[src/rtl/alu_seq_divider.sv]
// alu_seq_divider: multi-cycle restoring divider beside the combinational ALU.
// Divides an 8-bit product-width dividend by a 4-bit operand-width divisor,
// one quotient bit per cycle, MSB first, over a start/done handshake.
// The handshake outputs are registered one cycle behind the control state.
// As a result, busy is high for exactly DW cycles and done arrives DW+1
// cycles after the accepting edge.
module alu_seq_divider #(
  parameter int DW = 8,
  parameter int VW = 4
) (
  input  logic          clk,
  input  logic          rst,
  input  logic          start,
  input  logic [DW-1:0] dividend,
  input  logic [VW-1:0] divisor,
  output logic          busy,
  output logic          done,
  output logic [DW-1:0] quotient,
  output logic [VW-1:0] remainder,
  output logic          div_by_zero
);

  localparam int CW = (DW > 1) ? $clog2(DW) : 1;

  typedef enum logic [1:0] {
    S_IDLE,
    S_RUN,
    S_DONE
  } state_e;

  state_e        state_q, state_d;
  logic [DW-1:0] dvd_q, dvd_d;          // latched dividend, shifted left each step
  logic [VW-1:0] dvs_q, dvs_d;          // latched divisor
  logic [VW-1:0] part_q, part_d;        // partial remainder (always < divisor)
  logic [DW-1:0] quo_q, quo_d;          // quotient being assembled
  logic [CW-1:0] cnt_q, cnt_d;          // step counter
  logic          dbz_int_q, dbz_int_d;  // latched divisor was zero
  logic          busy_q, busy_d;
  logic          done_q, done_d;
  logic [DW-1:0] quotient_q, quotient_d;
  logic [VW-1:0] remainder_q, remainder_d;
  logic          dbz_q, dbz_d;

  // One restoring step: bring in the next dividend bit, trial-subtract the divisor.
  logic [VW:0] shifted;
  logic [VW:0] diff;
  logic        fits;

  always_comb begin
    shifted = {part_q, dvd_q[DW-1]};
    diff    = shifted - {1'b0, dvs_q};
    fits    = (shifted >= {1'b0, dvs_q});
  end

  // Next-state, datapath and handshake-output logic.
  always_comb begin
    // NOTE: every target gets a default first so no path can infer a latch.
    state_d     = state_q;
    dvd_d       = dvd_q;
    dvs_d       = dvs_q;
    part_d      = part_q;
    quo_d       = quo_q;
    cnt_d       = cnt_q;
    dbz_int_d   = dbz_int_q;
    busy_d      = (state_q == S_RUN);
    done_d      = (state_q == S_DONE);
    quotient_d  = quotient_q;
    remainder_d = remainder_q;
    dbz_d       = dbz_q;

    unique case (state_q)
      S_RUN: begin
        part_d = VW'(fits ? diff : shifted);
        quo_d  = {quo_q[DW-2:0], fits};
        dvd_d  = {dvd_q[DW-2:0], 1'b0};
        cnt_d  = cnt_q + CW'(1);
        if (cnt_q == CW'(DW - 1)) begin
          state_d = S_DONE;
        end
      end
      default: begin  // S_IDLE, S_DONE: start may be accepted
        if (start) begin
          dvd_d  = dividend;
          dvs_d  = divisor;
          part_d = '0;
          quo_d  = '0;
          cnt_d  = '0;
          dbz_d  = 1'b0;
          if (divisor == '0) begin
            state_d   = S_DONE;
            quo_d     = '1;
            dbz_int_d = 1'b1;
          end else begin
            state_d   = S_RUN;
            dbz_int_d = 1'b0;
          end
        end else begin
          state_d = S_IDLE;
        end
        // Publishing the finished result overrides the clear above, so the
        // flag always travels with its own done pulse.
        if (state_q == S_DONE) begin
          quotient_d  = quo_q;
          remainder_d = part_q;
          dbz_d       = dbz_int_q;
        end
      end
    endcase
  end

  // State and datapath registers with synchronous reset.
  always_ff @(posedge clk) begin
    // NOTE: non-blocking assignments so every flop samples pre-edge values.
    if (rst) begin
      // NOTE: datapath regs are reset too; outputs must read 0 after reset.
      state_q     <= S_IDLE;
      dvd_q       <= '0;
      dvs_q       <= '0;
      part_q      <= '0;
      quo_q       <= '0;
      cnt_q       <= '0;
      dbz_int_q   <= 1'b0;
      busy_q      <= 1'b0;
      done_q      <= 1'b0;
      quotient_q  <= '0;
      remainder_q <= '0;
      dbz_q       <= 1'b0;
    end else begin
      state_q     <= state_d;
      dvd_q       <= dvd_d;
      dvs_q       <= dvs_d;
      part_q      <= part_d;
      quo_q       <= quo_d;
      cnt_q       <= cnt_d;
      dbz_int_q   <= dbz_int_d;
      busy_q      <= busy_d;
      done_q      <= done_d;
      quotient_q  <= quotient_d;
      remainder_q <= remainder_d;
      dbz_q       <= dbz_d;
    end
  end

  assign busy        = busy_q;
  assign done        = done_q;
  assign quotient    = quotient_q;
  assign remainder   = remainder_q;
  assign div_by_zero = dbz_q;

endmodule

[config.mk]
export PLATFORM = sky130hd
export DESIGN_NAME = alu_seq_divider
export DESIGN_NICKNAME = d
export VERILOG_FILES = /design/src/rtl/alu_seq_divider.sv
export SDC_FILE = /design/constraint.sdc
export NUM_CORES = 1
export LEC_CHECK = 0
export ABC_AREA = 1
export CORE_MARGIN = 1.5
export CORE_UTILIZATION = 52
export DETAILED_ROUTE_END_ITERATION = 7
export GPL_ROUTABILITY_DRIVEN = 0
export HOLD_SLACK_MARGIN = 0.03
export MAX_ROUTING_LAYER = met4
export PLACE_DENSITY = 0.87
export SLEW_MARGIN = 40
export SYNTH_ARGS = -nofsm -noshare
export SYNTH_HDL_FRONTEND = slang
export SYNTH_SLANG_ARGS = --single-unit
[constraint.sdc]
create_clock -name clk -period 2 [get_ports clk]
set_input_delay 0.2 -clock clk [delete_from_list [all_inputs] [get_ports clk]]
set_output_delay 0.2 -clock clk [all_outputs]
set_load 0.05 [all_outputs]
; ---- After elaboration in Yosys (flattened, before gate mapping)
; Cells that the tools add are included.
[word_totals]
inputBits = 15
latchBits = 0
romBits = 0
word_cells = 45
ramBits = 0
n_memories = 0
regBits = 45
[classes]
multipliers = 0
muxes = 17
n_bitwise = 1
shifts = 0
eq_ne = 4
div = 0
n_reduce_logical = 7
magnitude_cmp = 1
addsub = 2
[op_table]
columns = op, count
row1 = 8-bit two-way mux, 5
row2 = 4-bit two-way mux, 3
row3 = 2-bit two-way mux, 4
row4 = 3-bit two-way mux, 2
row5 = 2-bit AND reduction, 3
row6 = 5-bit by 4-bit greater-or-equal comparator with 1-bit output, 1
row7 = 4-bit logical NOT, 1
row8 = 2-bit nonzero test, 2
row9 = 4-bit subtractor, 1
row10 = 3-bit by 1-bit adder with 3-bit output (second input constant), 1
row11 = 3-bit equality test (second input constant), 1
row12 = 1-bit two-way mux, 3
row13 = 2-bit by 1-bit equality test with 1-bit output (second input constant), 1
row14 = 2-bit equality test (second input constant), 1
row15 = 2-bit by 1-bit inequality test with 1-bit output (second input constant), 1
row16 = 2-bit OR reduction, 1
row17 = 1-bit NOT, 1

; ---- Depth between registers and ports, before layout
; Gate-level depths: netlist of the first run.
[depth]
ltp_word = 4
ltp_mapped = 10

; ---- Worst setup path before layout of the first run
; No wires, ideal clock.
[synth_timing]
path_type = reg-to-reg
startpoint = register dvs_q[2]
endpoint = register part_q[3]
path_stages_with_launch = 8
n_path_buf = 0
arrival_time_ns = 1.283
slack_ns = 0.605
period_less_slack_ns = 1.395
t_required_ns = 1.887
cell_sequence = dfxtp_1 -> inv_1 -> ha_1 -> a21oi_1 -> nand2_1 -> or2_2 -> nand4_1 -> nand2_1
[synth_via]
elab_chain_cells = 3
elab_cells_between_ends = 4
[synth_lines]
columns = element, line_no
row1 = "start, declared", 33  ; logic [VW-1:0] dvs_q, dvs_d;
row2 = "start signal, assigned", 131  ; dvs_q <= dvs_d;
row3 = 4-bit subtractor or 5-bit by 4-bit greater-or-equal comparator with 1-bit output (tied branches), "51, 52"
row4 = 4-bit two-way mux *, 73  ; part_d = VW'(fits ? diff : shifted);
row5 = 4-bit two-way mux *, 71  ; unique case (state_q)
row6 = "end signal, assigned", 132  ; part_q <= part_d;
row7 = "end, declared", 34  ; logic [VW-1:0] part_q, part_d;
; Mark *: on every way between the ends. The rest lies on a longest branch, timed or not.
; A chain may end at the register's enable or synchronous reset.

; ---- Worst setup path in the final report of the first run
[layout_timing]
startpoint = register quotient_q[7], in the netlist quotient[7]
endpoint = output port quotient[7]
[layout_rtl]
columns = element, line_no
row1 = "start, declared", 40  ; logic [DW-1:0] quotient_q, quotient_d;
row2 = "start signal, assigned", 138  ; quotient_q <= quotient_d;
row3 = "end, declared", 18  ; output logic [DW-1:0] quotient,
; No word-level cell between the ends.

==> reports/summary.txt, run 1 <==
status - completed
final hold vios - 0
# IOs - 30
first-pass GRT wire length - 6306 microns
Crit path largest cell delay - 0.80 ns
Crit Path Class - flop to output pin
# diodes - 0
TritonCTS clock tree - built
I/O Buffers - 29
Synth async-reset ratio - 0
Power, Total - 1.999 mW
startpoint class of the critical path - flop
switching share of power - 0.3030
Resized cells post-CTS - 0
Max Fclk - 578.3 MHz
cell area power density - 896.6 nW/um^2
CTS max path bufs - 2
Hold Path Stages - 3
CP required - 1.80 ns
via/cell ratio - 5.209
slowest CP cell - clkdlybuf4s50_1
Main synth FF type - dfxtp_1
Residual DRC - 0
largest area contributor in the netlist - dfxtp_1
dpl hpwl - 2504 microns
hold_sp - dividend[5]
H-tree Lvls - 2
reg2reg setup slack - 0.49 ns
share of Yosys cell area claimed by the top area cell type - 0.4891
family with the most delay on the worst path - buffers and inverters
Non-Filler Instances - 306
drt total wl - 3571 microns
nets - 281
Worst-Margin Slew - 0.4983 ns
die height - 62.52 microns
# setup viols final - 0
Synth top cells by count - 45 x dfxtp_1, 45 x nand2_1, 32 x nor2_1, 27 x o21ai_0, 19 x a21oi_1
Clock power frac - 0.279
hold endpoint - dvd_q[5]
placed instance count - 298
CTS sink cnt - 45
core box area - 3363 sq um
post-CTS setup buffer count - 0
Worst Skew - 0.01708 ns
layout cell share with drive strength beyond 1 - 0.08462
DR vias - 1594
Int Pwr - 1.393 mW
Peak VDD IR - 0.5700 mV
number of global-route vias before repair - 1398
number of flops mapped to enable cells by yosys - 0
die area - 3908 sq um
CP Data Arrival Time - 1.53 ns
minimum clock period after layout - 1.729 ns
CP Max Fanout - 2
latest clock arrival within the worst-skew pair - 0.37 ns
initial antenna violation count - 0
Reg power frac - 0.501
synthesized cell area - 1842 sq um
row count - 21
global route overflow - 0
clk slew on worst S/H paths - 0.13 ns
sw power - 0.6058 mW
syn avg cell area - 8.008 sq um
r2r worst-path depth - 8
root buffer cell - clkbuf_4
count of cell types in the netlist - 29
largest net degree at the start of global routing - 22
Num CTS Buffers - 5
DR WL/cell - 11.67 microns
post-route ant nets - 0
Die Wd - 62.52 microns
reg2reg start - part_q[1]
RSZ-0062 raised after global routing - false
Syn Nets - 252
critical-path cell list - clkdlybuf4s50_1
Seq/Total Area, Yosys - 0.4891
headroom to the max-slew limit - 0.6668
Initial Util - 0.5476
Ys Warns - 0
Crit. End Element - output pin
top post-synthesis cells by area - dfxtp_1 49%, nand2_1 9.2%, o21ai_0 7.3%
Sum Neg Setup Slack - 0 ns
Tcrit/Tclk final - 0.8646
DR iter-0 viols - 85
GRT Total Usage - 0.2074
#FFs+latches synth - 45
Initial DRT Pass Iterations - 4
leak pwr - 0.9146 nW
Crit Reg-Reg Endpoint - part_q[3]
Max-Cap Viols - 0
Syn-to-layout area delta - 21.06%
Final Max Slew Viols - 0
worst path bufs/invs - 1
Post-Syn Instances - 230
Comb pwr share - 0.220
Min-Delay Path Class - input pin to flop
hold buffer count at CTS - 0
fin util - 0.6629
-- registers in the layout, indices dropped and copies added (netlist names) --
register     flops
busy             1
quotient         8
dbz_int_q        1
part_q           4
div_by_zero      1
state_q          2
quo_q            8
remainder        4
dvs_q            4
dvd_q            8
done             1
cnt_q            3
-- through the flow --
| step | setup WS [ns] | hold slack [ns] | cell area [sq um] |
|---|---|---|---|
| after floorplan | 0.6045 | 0.2841 | 1842 |
| after global placement | 0.4812 | 0.4482 | 2150 |
| after detailed placement | 0.4778 | 0.4510 | 2150 |
| after CTS | 0.2575 | 0.3881 | 2230 |
| after global routing | 0.2009 | 0.4056 | 2230 |
| final | 0.2707 | 0.3884 | 2230 |
-- routing by layer --
metal	up-vias	GRT usage	routed length [microns]
li1	820	-	-
met1	728	0.2706	1637
met2	40	0.3118	1707
met3	6	0.05405	170
met4	0	0.07500	55
met5	-	-	0
-- power by group through the flow --
stage | Combinational (mW) | Clock (mW) | Sequential [mW]
after floorplan | 0.270 | 0 | 1.08
after global placement | 0.431 | 0 | 1.02
after detailed placement | 0.438 | 0 | 1.02
after CTS | 0.439 | 0.567 | 1.00
after global routing | 0.489 | 0.610 | 1.01
final | 0.440 | 0.557 | 1.00
-- cells by family (layout without fill, tap and decap cells) --
| family | after synthesis | count (layout) | synth area share |
|---|---|---|---|
| XOR/XNOR | 1 | 1 | 0.004756 |
| AND/OR/NAND/NOR | 95 | 95 | 0.2194 |
| adder cells (fa/ha/maj) | 7 | 7 | 0.05163 |
| AO/OA/AOI/OAI | 58 | 58 | 0.1726 |
| flip-flops | 45 | 45 | 0.4891 |
| buffers and inverters | 24 | 54 | 0.06249 |
-- placed cells by master, fill, tap and decap left out --
cell | netlist | layout
a32o_1 | 2 | 2
o21ai_1 | 1 | 1
dfxtp_1 | 45 | 45
a221oi_1 | 1 | 1
a31oi_1 | 6 | 6
inv_1 | 11 | 11
fa_1 | 1 | 1
ha_1 | 6 | 6
inv_2 | 3 | 3
nand2_2 | 3 | 3
or2_4 | 1 | 1
nand2_1 | 45 | 45
a21oi_1 | 19 | 19
nand3_1 | 8 | 8
nand2_4 | 1 | 1
o21ai_0 | 27 | 27
nor2_1 | 32 | 32
clkbuf_4 | 0 | 5
or2_2 | 1 | 1
a211oi_1 | 1 | 1
clkinv_4 | 0 | 1
nor2_4 | 1 | 1
bufinv_16 | 0 | 1
xnor2_1 | 1 | 1
nand4_1 | 2 | 2
clkdlybuf4s50_1 | 0 | 29
nor2_2 | 1 | 1
clkbuf_1 | 1 | 1
buf_4 | 0 | 3
o21ai_2 | 1 | 1
-- final cells by class --
class	count	area, sq um
inverters	14	52.55
repair buffers	32	312.8
multi-input cells	161	825.8
clock inverters	2	38.79
well taps	46	57.56
flip-flops and latches	45	900.9
fillers	303	1134
clock buffers	6	41.29
-- worst max path at each step --
| stage | startpoint | endpoint | cells after the start |
|---|---|---|---|
| after global placement | start | part_q[3] | 8 |
| after detailed placement | start | part_q[3] | 8 |
| final | quotient[7] | quotient[7] | 1 |
| after floorplan | dvs_q[2] | part_q[3] | 7 |
| after CTS | quotient[7] | quotient[7] | 1 |
| after global routing | remainder[2] | remainder[2] | 1 |
Power figures use the tool's default switching activity.
==> run 2, diff against run 1 <==
--- a/config.mk
+++ b/config.mk
@@ -13,6 +13,7 @@
 export HOLD_SLACK_MARGIN = 0.03
 export MAX_ROUTING_LAYER = met4
 export PLACE_DENSITY = 0.87
+export SETUP_SLACK_MARGIN = 0.15
 export SLEW_MARGIN = 40
 export SYNTH_ARGS = -nofsm -noshare
 export SYNTH_HDL_FRONTEND = slang
==> results of run 2 <==
No change in the layout: final DEF, timing and power equal those of run 1.
